[src/rtl/qpu_ir_queue.sv]
// qpu_ir_queue: registered instruction FIFO between the IFU IR stage and EXU dispatch.
// Entries carry {ir, pc, pc_vld, prdt_taken}. A flush discards every buffered entry.
// There is no combinational path from o_ready to i_ready.
module qpu_ir_queue #(
    parameter int DEPTH   = 4,
    parameter int INSTR_W = 32,
    parameter int PC_W    = 32
) (
    input  logic                     clk,
    input  logic                     rst,
    input  logic                     i_valid,
    output logic                     i_ready,
    input  logic [INSTR_W-1:0]       i_ir,
    input  logic [PC_W-1:0]          i_pc,
    input  logic                     i_pc_vld,
    input  logic                     i_prdt_taken,
    output logic                     o_valid,
    input  logic                     o_ready,
    output logic [INSTR_W-1:0]       o_ir,
    output logic [PC_W-1:0]          o_pc,
    output logic                     o_pc_vld,
    output logic                     o_prdt_taken,
    input  logic                     flush,
    output logic [$clog2(DEPTH):0]   count,
    output logic                     empty
);

    localparam int AW = $clog2(DEPTH);

    // Pointers carry one extra wrap bit above the index bits.
    logic [AW:0]          wr_ptr_q, wr_ptr_d;
    logic [AW:0]          rd_ptr_q, rd_ptr_d;

    logic [INSTR_W-1:0]   ir_mem_q   [DEPTH];
    logic [PC_W-1:0]      pc_mem_q   [DEPTH];
    logic                 pcv_mem_q  [DEPTH];
    logic                 prdt_mem_q [DEPTH];

    logic [AW-1:0]        wr_idx;
    logic [AW-1:0]        rd_idx;
    logic                 full;
    logic                 push;
    logic                 pop;
    logic                 wr_en;

    // Occupancy flags and handshakes, all derived from registered pointers.
    always_comb begin
        wr_idx  = wr_ptr_q[AW-1:0];
        rd_idx  = rd_ptr_q[AW-1:0];
        empty   = (wr_ptr_q == rd_ptr_q);
        full    = (wr_idx == rd_idx) && (wr_ptr_q[AW] != rd_ptr_q[AW]);
        count   = wr_ptr_q - rd_ptr_q;
        i_ready = ~full;
        o_valid = ~empty;
        push    = i_valid & i_ready;
        pop     = o_valid & o_ready;
        // A flush cycle cancels both transfers.
        wr_en   = push & ~flush;
    end

    // Next-pointer computation: flush clears, otherwise advance on handshakes.
    always_comb begin
        wr_ptr_d = wr_ptr_q;
        rd_ptr_d = rd_ptr_q;
        if (flush) begin
            wr_ptr_d = '0;
            rd_ptr_d = '0;
        end else begin
            if (push) begin
                wr_ptr_d = wr_ptr_q + 1'b1;
            end
            if (pop) begin
                rd_ptr_d = rd_ptr_q + 1'b1;
            end
        end
    end

    // Pointer registers, asynchronously cleared.
    always_ff @(posedge clk or posedge rst) begin
        if (rst) begin
            wr_ptr_q <= '0;
            rd_ptr_q <= '0;
        end else begin
            wr_ptr_q <= wr_ptr_d;
            rd_ptr_q <= rd_ptr_d;
        end
    end

    // Entry storage: not reset, written only on an accepted push.
    always_ff @(posedge clk) begin
        if (wr_en) begin
            ir_mem_q[wr_idx]   <= i_ir;
            pc_mem_q[wr_idx]   <= i_pc;
            pcv_mem_q[wr_idx]  <= i_pc_vld;
            prdt_mem_q[wr_idx] <= i_prdt_taken;
        end
    end

    // Head entry driven straight from storage, no write-through bypass.
    always_comb begin
        o_ir         = ir_mem_q[rd_idx];
        o_pc         = pc_mem_q[rd_idx];
        o_pc_vld     = pcv_mem_q[rd_idx];
        o_prdt_taken = prdt_mem_q[rd_idx];
    end

    // Overflow/underflow cannot happen given the handshake definitions.
    a_no_push_full: assert property (@(posedge clk) disable iff (rst) !(push && full));
    a_no_pop_empty: assert property (@(posedge clk) disable iff (rst) !(pop && empty));

endmodule

[config.mk]
export PLATFORM = sky130hd
export DESIGN_NAME = qpu_ir_queue
export DESIGN_NICKNAME = d
export VERILOG_FILES = /design/src/rtl/qpu_ir_queue.sv
export SDC_FILE = /design/constraint.sdc
export NUM_CORES = 1
export LEC_CHECK = 0
export ABC_AREA = 0
export CORE_MARGIN = 1.5
export CORE_UTILIZATION = 49
export DETAILED_ROUTE_END_ITERATION = 7
export HOLD_SLACK_MARGIN = 0.08
export PLACE_DENSITY = 0.73
export SYNTH_ARGS = -nofsm -noshare
export SYNTH_HDL_FRONTEND = slang
export SYNTH_SLANG_ARGS = --single-unit
[constraint.sdc]
create_clock -name clk -period 3.19 [get_ports clk]
set_input_delay 0.638 -clock clk [delete_from_list [all_inputs] [get_ports clk]]
set_output_delay 0.638 -clock clk [all_outputs]
set_load 0.02 [all_outputs]
==> flow_metrics.tcl, run 1 <==
set metrics [dict create \
    seqPwrFrac_pct 38.2 \
    power_leakage_nw 4.16 \
    critPathLaunchType "flip-flop" \
    relSlewSlack_pct 67.2 \
    synthAdderAreaFrac_pct 1.07 \
    htreeDepth 1 \
    gp_congestion 0.709 \
    worst_pin_slew_ps 489 \
    ys_ff_latch 270 \
    io_buffers 142 \
    synthMuxAreaShare_pct 14.7 \
    p_switching_mw 3.30 \
    die_area_mm2 0.0215 \
    diodes 0 \
    cts_tree "built" \
    fin_crit_sh_pct 96.5 \
    grt_pass1_vias 5295 \
    yosys_warnings 0 \
    n_fill_cell 1334 \
    maxCapViolCount 0 \
    async_flop_share_pct 2.22 \
    cts_sinks 270 \
    required_ps 2550 \
    p_int_mw 8.06 \
    synth_compound_area_share_pct 0.657 \
    grt_usage_pct 18.1 \
    setup_violations 0 \
    boundaryPins 143 \
    die_h_um 146 \
    hp-class "input port to async pin" \
    dieWidth_um 146 \
    critical_path_class "flip-flop to primary output" \
    hpwl_um 11400 \
    finClkSkew_ps 5.59 \
    fin_setup_tns_ps 0 \
    cts-root-buf "clkbuf_16" \
    core_area_mm2 0.0202 \
    path_clk_slew_ps 60 \
    overflow 0 \
    status "completed" \
    nets 662 \
    drive_above_1_share_pct 22.7 \
    syn_to_final_growth_pct 28.3 \
    syn_area_mm2 0.0101 \
    yosysTopAreaCell "edfxtp_1" \
    timing.hold.ws_ps 352 \
    synthSimpleGateAreaFrac_pct 2.02 \
    grt_setup_unrepaired "no" \
    hold_viol 0 \
    wl_per_cell_um 21.5 \
    netSwitchingFraction_pct 29.1 \
    grt_max_degree 67 \
    yosysSeqAreaShare_pct 80.1 \
    synth_top_area_share_pct 78.6 \
    pwr-share-comb_pct 34.3 \
    ant_nets 0 \
    synth_xor_area_share_pct 0.174 \
    ys_types 31 \
    maxSlewViolCount 0 \
    critPathCaptureType "primary output" \
    drt-total-wl_um 18800 \
    max_freq_ghz 0.325 \
    clock_latency_ps 520 \
    synthCells 410 \
    clkPwrFrac_pct 27.6 \
    synth_ff_type "edfxtp_1" \
    viasPerCell 5.49 \
    vias 4798 \
    numCtsBuffers 28 \
    p_per_area_mw_per_mm2 878 \
    synth_fp_nets 489 \
    r2r_cells 6 \
    initial_core_util_pct 49.9 \
    firstDrtPassIters 4 \
    avgSynthCellArea_um2 24.6 \
    rows 52 \
    drc 0 \
    synthTopCellsByArea "edfxtp_1, mux4_2, dfrtp_1, ha_1, buf_2" \
    arrival_ps 2440 \
    cts_buffer_depth 3 \
    vdd_drop_max_v 0.000858 \
    post-route-min-period_ps 3080 \
    hold_buffers 0 \
    synth_edf_count 264 \
    synth_top_family_by_area "multiplexers" \
    grt_pass1_wl_um 29500 \
    antenna_found_initial 0 \
    cp_max_fo 16 \
    drtIter0Drc 235 \
]
Yosys cell counts, types with 2 or more instances:
cell type and instances:
buf_1 3, dfrtp_1 6, nor2b_1 2, nand2_1 3, nor3b_1 3, a31oi_1 4
a21oi_1 3, nor2_1 2, mux4_2 66, buf_2 9, inv_1 7, ha_1 7
xnor2_1 2, and3_1 5, buf_6 3, or4_1 3, edfxtp_1 264, nand3_1 5
critical path, cell delays in order (launching register included):
cell,delay (ps)
dfrtp_4,450
buf_4,310
mux4_2,590
clkdlybuf4s50_1,570
cell type report:
class | instances | area, um^2 | area share [%]
clock inverter | 16 | 154 | 1.19
clock buffer | 35 | 748 | 5.78
multi-input combinational | 116 | 1910 | 14.8
tap | 270 | 338 | 2.61
timing repair buffer | 160 | 1680 | 13.0
sequential | 270 | 8090 | 62.5
inverter | 7 | 26.3 | 0.203
metal layers:
metal / track usage, % / vias to the layer above / wire length (um)
li1: - / 2108 / -
met4: 4.19 / 0 / 296
met3: 3.09 / 28 / 1030
met2: 31.8 / 168 / 9780
met1: 23.7 / 2494 / 7650
met5: 0 / - / 0
power by group through the flow:
stage          sequential (mW)  clock, mW  combinational, mW
2_1_floorplan             4.37          0               2.28
3_3_place_gp              4.38          0               3.89
3_5_place_dp              4.41          0               3.92
4_1_cts                   4.34       3.20               3.95
5_1_grt                   4.36       3.33               4.13
6_report                  4.34       3.13               3.89
through the flow:
step	utilization (%)	cell area, um^2	power [mW]	setup slack (ps)	instances
floorplan	-	10100	6.66	615	410
global placement	59.4	12000	8.27	570	823
detailed placement	59.4	12000	8.32	525	823
CTS	63.9	12900	11.5	14.2	874
global route	64.0	12900	11.8	10.9	874
finish	64.0	12900	11.4	112	874
registers in the layout, summed over array words and instances (netlist names):
signal	count
pc_mem_q	128
pcv_mem_q	4
prdt_mem_q	4
rd_ptr_q	3
wr_ptr_q	3
ir_mem_q	128
placed cells by master (no fill, tap or decap), types with 2 or more instances in the layout:
| cell type | netlist | routed |
|---|---|---|
| ha_1 | 7 | 6 |
| nor2_1 | 2 | 2 |
| mux4_2 | 66 | 66 |
| nor3b_1 | 3 | 3 |
| buf_12 | 0 | 8 |
| nand3_1 | 5 | 5 |
| clkbuf_16 | 0 | 29 |
| clkinv_2 | 0 | 5 |
| clkdlybuf4s50_1 | 0 | 140 |
| a21oi_1 | 3 | 3 |
| clkbuf_1 | 1 | 6 |
| bufinv_16 | 0 | 3 |
| edfxtp_1 | 264 | 264 |
| or4_1 | 3 | 3 |
| nor2b_1 | 2 | 2 |
| and3_4 | 0 | 4 |
| dfrtp_1 | 6 | 4 |
| nand2_1 | 3 | 3 |
| clkinv_1 | 0 | 6 |
| a31oi_1 | 4 | 4 |
| buf_4 | 1 | 8 |
| dfrtp_4 | 0 | 2 |
| inv_1 | 7 | 7 |
cell families after synthesis:
family,after synthesis
fa+ha+maj,8
compound gates,10
xor+xnor,2
buf+inv,24
mux,66
simple gates,30
flops,270
final timing paths:
path / from / to / slack [ps]
worst max-delay path: rd_ptr_q[0]$_DFFE_PP0P_ / o_ir[2] / 110
worst min-delay path: rst / rd_ptr_q[2]$_DFFE_PP0P_ / 350
worst max register to register: rd_ptr_q[1]$_DFFE_PP0P_ / ir_mem_q[0][10]$_DFFE_PP_ / 800
worst min register to register: wr_ptr_q[2]$_DFFE_PP0P_ / wr_ptr_q[2]$_DFFE_PP0P_ / 610
max in group asynchronous: rst / rd_ptr_q[0]$_DFFE_PP0P_ / 2590
min in group clk: wr_ptr_q[2]$_DFFE_PP0P_ / wr_ptr_q[2]$_DFFE_PP0P_ / 610
what timing repair did:
item | CTS | global route
endpoints found under the setup margin | 1 | 18
resized for setup | 2 | 4
buffers inserted | 0 | 0
(Power assumes the default switching activity.)
==> run 2: changes to the inputs <==
--- a/config.mk
+++ b/config.mk
@@ -7,10 +7,10 @@
 export LEC_CHECK = 0
 export ABC_AREA = 0
 export CORE_MARGIN = 1.5
-export CORE_UTILIZATION = 49
+export CORE_UTILIZATION = 50
 export DETAILED_ROUTE_END_ITERATION = 7
 export HOLD_SLACK_MARGIN = 0.08
-export PLACE_DENSITY = 0.73
+export PLACE_DENSITY = 0.71
 export SYNTH_ARGS = -nofsm -noshare
 export SYNTH_HDL_FRONTEND = slang
 export SYNTH_SLANG_ARGS = --single-unit
==> constraint.sdc (replaced) <==
create_clock -name clk -period 3 [get_ports clk]
set_input_delay 0.6 -clock clk [delete_from_list [all_inputs] [get_ports clk]]
set_output_delay 0.6 -clock clk [all_outputs]
set_load 0.02 [all_outputs]
==> flow_metrics.tcl, run 2 (synthesis results as in run 1) <==
set metrics [dict create \
    antenna_found_initial 2 \
    setup_violations 0 \
    vdd_drop_max_v 0.000627 \
    timing.hold.ws_ps 319 \
    drc 0 \
    r2r_cells 6 \
    grt_pass1_vias 5308 \
    maxSlewViolCount 0 \
    worst_pin_slew_ps 505 \
    hold_viol 0 \
    io_buffers 142 \
    wl_per_cell_um 21.5 \
    hold_buffers 0 \
    drive_above_1_share_pct 22.3 \
    hp-class "input port to async pin" \
    r2r_setup_slack_ps 740 \
    cts_tree "built" \
    relSlewSlack_pct 66.1 \
    dpl.cell_count 818 \
    post-route-min-period_ps 2960 \
    viasPerCell 5.54 \
    total_power_mw 11.9 \
    rows 51 \
    grt_usage_pct 17.9 \
    path_clk_slew_ps 60 \
    required_ps 2400 \
    crit_end "o_pc[28]" \
    critical_path_class "flip-flop to primary output" \
    htreeDepth 1 \
    n_fill_cell 1341 \
    nets 665 \
    cts_buffer_depth 3 \
    p_per_area_mw_per_mm2 919 \
    arrival_ps 2360 \
    syn_to_final_growth_pct 28.9 \
    firstDrtPassIters 4 \
    critPathCaptureType "primary output" \
    max_freq_ghz 0.338 \
    status "completed" \
    grt_pass1_wl_um 29000 \
    clock_latency_ps 520 \
    r2r-end "ir_mem_q[2][25]$_DFFE_PP_" \
    hpwl_um 11200 \
    vias 4832 \
    grt_max_degree 55 \
    worstPathCellList "buf_6, mux4_2, clkdlybuf4s50_1" \
    fin_crit_sh_pct 98.6 \
    r2r-start "rd_ptr_q[1]$_DFFE_PP0P_" \
    die_area_mm2 0.0210 \
    cts_sinks 270 \
    dieWidth_um 145 \
    ant_nets 0 \
    worstSetupStartpoint "rd_ptr_q[0]$_DFFE_PP0P_" \
    overflow 0 \
    drt-total-wl_um 18700 \
    die_h_um 145 \
    stdcell_count 872 \
    power_leakage_nw 4.52 \
    numCtsBuffers 28 \
    initial_core_util_pct 51.3 \
    critPathLaunchType "flip-flop" \
    drtIter0Drc 299 \
    maxCapViolCount 0 \
    cp_max_fo 14 \
    gp_congestion 0.769 \
    finClkSkew_ps 10.3 \
    mostFrequentLayoutCell "edfxtp_1" \
    slowest_stage "clkdlybuf4s50_1" \
    cts-root-buf "clkbuf_16" \
    top_regs "ir_mem_q (128), pc_mem_q (128)" \
    boundaryPins 143 \
    layout_common_cells "edfxtp_1, clkdlybuf4s50_1, mux4_2" \
    core_area_mm2 0.0197 \
    cp_slowest_stage_delay_ps 560 \
    grt_setup_unrepaired "yes" \
]
run 2: cell count changes in the layout (fill, tap and decap cells not counted), moves of 2 or more:
cell             delta
clkinv_2            -2
dlygate4sd2_1      +21
clkbuf_1            +3
dlymetal6s2s_1     +36
buf_12              -2
clkdlybuf4s50_1    -57
buf_4               +4
run 2: per-stage QoR:
step	setup TNS (ps)	area, um^2	worst slack (ps)	utilization, %
final	0	13000	41.8	66.1
after global routing	-424	13000	-46.8	66.1
after CTS	-194	12900	-25.7	65.7
after detailed placement	0	12000	404	61.1
after global placement	0	12000	434	61.1
after floorplan	0	10100	425	-
run 2: critical path, delay by kind of cell, from the launching register on:
family / cells / cell delay (ps)
buf+inv: 2 / 800
mux: 1 / 540
flops: 1 / 500
run 2: power by group:
group	switching, mW	internal [mW]	total, mW
clock network	1.30	2.01	3.31
registers	0.115	4.51	4.63
logic	2.07	1.93	4.00
total	3.49	8.46	11.9
run 2: area by class of cell:
type | count | area, um^2 | area share (%)
clock buffer | 38 | 759 | 5.84
antenna | 1 | 2.50 | 0.0192
sequential | 270 | 8090 | 62.2
clock inverter | 12 | 128 | 0.982
inverter | 7 | 26.3 | 0.202
multi-input combinational | 116 | 1900 | 14.6
tap | 265 | 332 | 2.55
timing repair buffer | 163 | 1760 | 13.6
run 2: what timing repair did:
item,in CTS,in global routing
resized for setup,26,37
endpoints found under the hold margin,0,0
endpoints found under the setup margin,38,48
buffers inserted,3,0
run 2: worst min-delay path by stage:
stage                     cells past startpoint  slack (ps)                      end
final                                         2         320  rd_ptr_q[0]$_DFFE_PP0P_
after global routing                          2         350  wr_ptr_q[0]$_DFFE_PP0P_
after CTS                                     2         310  wr_ptr_q[0]$_DFFE_PP0P_
after detailed placement                      2         590  wr_ptr_q[2]$_DFFE_PP0P_
after global placement                        2         570  wr_ptr_q[2]$_DFFE_PP0P_
after floorplan                               1         390  rd_ptr_q[0]$_DFFE_PP0P_
run 2: routing by layer:
| layer | routed length [um] | up-vias | global-route usage, % |
|---|---|---|---|
| li1 | - | 2110 | - |
| met1 | 7870 | 2508 | 24.0 |
| met2 | 9340 | 180 | 29.8 |
| met3 | 1170 | 32 | 3.77 |
| met4 | 357 | 2 | 5.52 |
| met5 | 11 | - | 0 |
==> run 3: changes to the inputs <==
--- a/config.mk
+++ b/config.mk
@@ -6,7 +6,6 @@
 export NUM_CORES = 1
 export LEC_CHECK = 0
 export ABC_AREA = 0
-export CORE_MARGIN = 1.5
 export CORE_UTILIZATION = 50
 export DETAILED_ROUTE_END_ITERATION = 7
 export HOLD_SLACK_MARGIN = 0.08
@@ -14,3 +13,4 @@
 export SYNTH_ARGS = -nofsm -noshare
 export SYNTH_HDL_FRONTEND = slang
 export SYNTH_SLANG_ARGS = --single-unit
+export TNS_END_PERCENT = 100
==> flow_metrics.tcl, run 3 (synthesis results as in run 1) <==
set metrics [dict create \
    clock_latency_ps 520 \
    worst_pin_slew_ps 446 \
    firstDrtPassIters 4 \
    crit_family "buffers and inverters" \
    ant_nets 0 \
    rows 51 \
    critPathCaptureType "primary output" \
    maxCapViolCount 0 \
    r2r_cells 6 \
    hp-class "input port to async pin" \
    total_power_mw 11.6 \
    cts_buffer_depth 3 \
    viasPerCell 5.43 \
    dieWidth_um 144 \
    diodes 0 \
    fin_setup_tns_ps 0 \
    grt_pass1_wl_um 27700 \
    gp_congestion 0.841 \
    place_ws_ps 403 \
    syn_to_final_growth_pct 27.9 \
    hpwl_um 11200 \
    grt_usage_pct 18.3 \
    cp_slowest_stage_delay_ps 590 \
    dpl.cell_count 818 \
    critical_path_cell_count 3 \
    cp_max_fo 19 \
    vias 4690 \
    wl_met3_um 1010 \
    arrival_ps 2370 \
    die_h_um 144 \
    power_leakage_nw 4.41 \
    design_area_mm2 0.0129 \
    stdcell_count 863 \
    die_area_mm2 0.0207 \
    drc 0 \
    grt_max_degree 55 \
    setup_ws_ps 28.0 \
    maxSlewViolCount 0 \
    cts-root-buf "clkbuf_16" \
    nets 660 \
    wl_met2_um 9400 \
    drt-total-wl_um 18500 \
    overflow 0 \
    top_regs "ir_mem_q (128), pc_mem_q (128)" \
    vdd_drop_max_v 0.000949 \
    met1Wirelength_um 7610 \
    hold_viol 0 \
    wl_per_cell_um 21.4 \
    status "completed" \
    drtIter0Drc 226 \
    required_ps 2400 \
    relSlewSlack_pct 70.1 \
    io_buffers 142 \
    slowest_stage "clkdlybuf4s50_1" \
    cts_tree "built" \
    worstPathCellList "buf_8, mux4_2, clkdlybuf4s50_1" \
    critPathLaunchType "flip-flop" \
    fin_crit_sh_pct 99.1 \
    critical_path_class "flip-flop to primary output" \
    grt_pass1_vias 4996 \
    core_area_mm2 0.0196 \
    cts_sinks 270 \
    path_clk_slew_ps 60 \
    drive_above_1_share_pct 21.6 \
    p_per_area_mw_per_mm2 900 \
    grt_setup_unrepaired "yes" \
    htreeDepth 1 \
    initial_core_util_pct 51.5 \
    numCtsBuffers 26 \
    boundaryPins 143 \
    highest-signal-layer "met5" \
    max_freq_ghz 0.336 \
    setup_violations 0 \
    path_buf_inv 2 \
    dpl_cell_area_mm2 0.0120 \
    antenna_found_initial 1 \
    mostFrequentLayoutCell "edfxtp_1" \
    finClkSkew_ps 12.9 \
    layout_common_cells "edfxtp_1, clkdlybuf4s50_1, mux4_2" \
    post-route-min-period_ps 2970 \
]
run 3: path summary, 6_finish.rpt:
kind	start	end	slack, ps
min	rst	wr_ptr_q[0]$_DFFE_PP0P_	330
min in group clk	wr_ptr_q[2]$_DFFE_PP0P_	wr_ptr_q[2]$_DFFE_PP0P_	610
min reg2reg	wr_ptr_q[2]$_DFFE_PP0P_	wr_ptr_q[2]$_DFFE_PP0P_	610
max reg2reg	rd_ptr_q[1]$_DFFE_PP0P_	pc_mem_q[0][11]$_DFFE_PP_	690
max	rd_ptr_q[0]$_DFFE_PP0P_	o_ir[13]	30
max in group asynchronous	rst	rd_ptr_q[0]$_DFFE_PP0P_	2420
run 3: stage by stage:
stage                     hold slack (ps)  util (%)
after global placement                575      61.4
final                                 326      65.9
after floorplan                       391         -
after global routing                  353      65.9
after detailed placement              608      61.4
after CTS                             319      65.3
run 3: layer usage:
metal / global-route usage, % / vias to the layer above
met5: 0 / -
met3: 3.68 / 33
met2: 30.9 / 136
li1: - / 2103
met1: 24.1 / 2416
met4: 6.05 / 2
run 3: where the power goes:
| part | internal [mW] | leakage [nW] | switching [mW] |
|---|---|---|---|
| clock | 1.67 | 0.378 | 1.27 |
| combinational | 2.01 | 1.56 | 2.06 |
| sequential | 4.51 | 2.47 | 0.103 |
run 3: timing repair:
action / 4_1_cts / 5_1_grt
gates resized for setup: 2 / 40
hold buffers: 0 / 0
setup endpoints to repair: 53 / 69
buffers inserted: 0 / 0
pin swaps: 0 / 0
endpoints found under the hold margin: 0 / 0
run 3: cell type report:
type / instances / area, um^2
timing repair buffer: 160 / 1790
clock buffer: 30 / 666
multi-input combinational: 116 / 1900
sequential: 270 / 8090
fill: 1296 / 6690
tap: 265 / 332
clock inverter: 15 / 105
inverter: 7 / 26.3
==> patch, RTL diff (settings of run 3) <==
`PC_W`: 32 -> 36.
--- a/src/rtl/qpu_ir_queue.sv
+++ b/src/rtl/qpu_ir_queue.sv
@@ -6,3 +6,3 @@
     parameter int INSTR_W = 32,
-    parameter int PC_W    = 32
+    parameter int PC_W    = 36
 ) (
Ports: changed (resized i_pc and o_pc); port bits go from 143 to 151. The function was not compared with the original's and may differ.
==> patch against run 3 <==
Total power is 9.6% higher; setup slack better by 0.0033 ns; utilization is 0.18 points lower; hold slack worse by 0.018 ns; first-iteration DRC count is 60% higher; area after synthesis is 5.7% higher; design area is 6.7% higher; register-to-register slack worse by 0.04 ns; highest routed layer is now met4; combinational power is 3% higher; sequential cell count is 16 higher; routed wire length is 9.7% higher; critical path type unchanged; count of clock-buffer cells in the layout stayed put; largest cell class unchanged; die area is 5.6% higher.
==> patch: results (changes against run 3) <==
The share of total power consumed by net switching came out at 29.38% (was 29.57%). The peak ir drop on the vdd network is 0.6047 mV (was 0.9490 mV), and the pre-CTS setup slack is 0.3355 ns (was 0.4028 ns). The net count reported at finish came out at 695 (was 660). The run finished with clean final reports. The layout sequential cell count was 286 (was 270); the pin count of the biggest net entering global routing was 46 (was 55). The portion of the post-synthesis area used by sequential elements was 80.29% (was 80.08%); the count of unique library cells instantiated by Yosys was 30 (was 31). For the number of inserted diodes, the log shows 1 (was 0).

The routed wirelength normalized by instance count was 22.26 µm (was 21.39 µm); the number of detailed-routing iterations run before antenna repair was 6 (was 4). Actual slew at the worst max-slew pin: 0.4767 ns (was 0.4459 ns). The clock-cell share of area came out at 7.162% (was 5.972%). The tools report the met1 wire length as 7970 µm (was 7611 µm).

The delay of the slowest critical-path stage came out at 0.56 ns (was 0.59 ns). Most area-consuming cells after synthesis: edfxtp_1 79%, mux4_2 15%, dfrtp_1 1.4%, ha_1 0.82%, buf_2 0.38% (was edfxtp_1 79%, mux4_2 15%, dfrtp_1 1.5%, ha_1 0.87%, buf_2 0.45%). The number of port buffers is 150 (was 142). The number of buffers added by the clock tree synthesis step came out at 28 (was 26).

The critical-path maximum fanout was 9 (was 19). The met3 routed wirelength is 1206 µm (was 1014 µm). For the number of global-route vias before repair, the log shows 5430 (was 4996). The logs give 30440 µm (was 27680 µm) for the wire length of the first global-routing pass and 2 (was 1) for the initial antenna violation count. Proportion of layout cells with a drive suffix above 1: 22.87% (was 21.57%).
==> patch: changes by cell type in the layout (fill, tap and decap cells not counted), moves of 2 or more <==
cell and change:
clkbuf_16 +3, buf_8 -2, clkbuf_1 -2, bufinv_16 +5
clkdlybuf4s50_1 -25, ha_1 -2, dlymetal6s2s_1 -3, mux4_2 +4
dlygate4sd2_1 +36, buf_4 +2, edfxtp_1 +16
==> patch: kinds of logic (layout without fill, tap and decap cells) <==
kind of cell,count (synthesis),after routing,synth area share [%]
XOR/XNOR,2,2,0.1644
multiplexers,70,70,14.79
other,0,1,0
AND/OR/NAND/NOR,30,30,1.913
buffers and inverters,25,228,1.209
adder cells (fa/ha/maj),8,8,1.009
AO/OA/AOI/OAI,10,10,0.6221
flip-flops,286,286,80.29
==> patch: metrics by stage <==
step,setup TNS (ns),utilization [%],cells,instance area [µm²],hold slack [ns]
after floorplan,0,-,431,10660,0.3910
after global placement,0,60.46,855,12670,0.5670
after detailed placement,0,60.46,855,12670,0.5964
after CTS,-0.3363,65.07,907,13640,0.2881
after global routing,-0.06850,65.68,909,13760,0.3157
final,0,65.69,910,13770,0.3082
==> patch: path summary, 6_finish.rpt <==
check | start | to | slack [ns] | cells past startpoint
worst max-delay path | rd_ptr_q[0] | i_ready | 0.03 | 4
worst min-delay path | rst | rd_ptr_q[1] | 0.31 | 2
worst max register to register | rd_ptr_q[1] | ir_mem_q[1][0] | 0.65 | 6
worst min register to register | wr_ptr_q[2] | wr_ptr_q[2] | 0.62 | 2
max in group asynchronous | rst | rd_ptr_q[0] | 2.44 | 2
min in group clk | wr_ptr_q[2] | wr_ptr_q[2] | 0.62 | 2
==> patch: metal layers <==
layer	vias up	track usage (%)
li1	2216	-
met1	2629	23.41
met2	172	33.00
met3	24	3.457
met4	0	5.825
met5	-	0
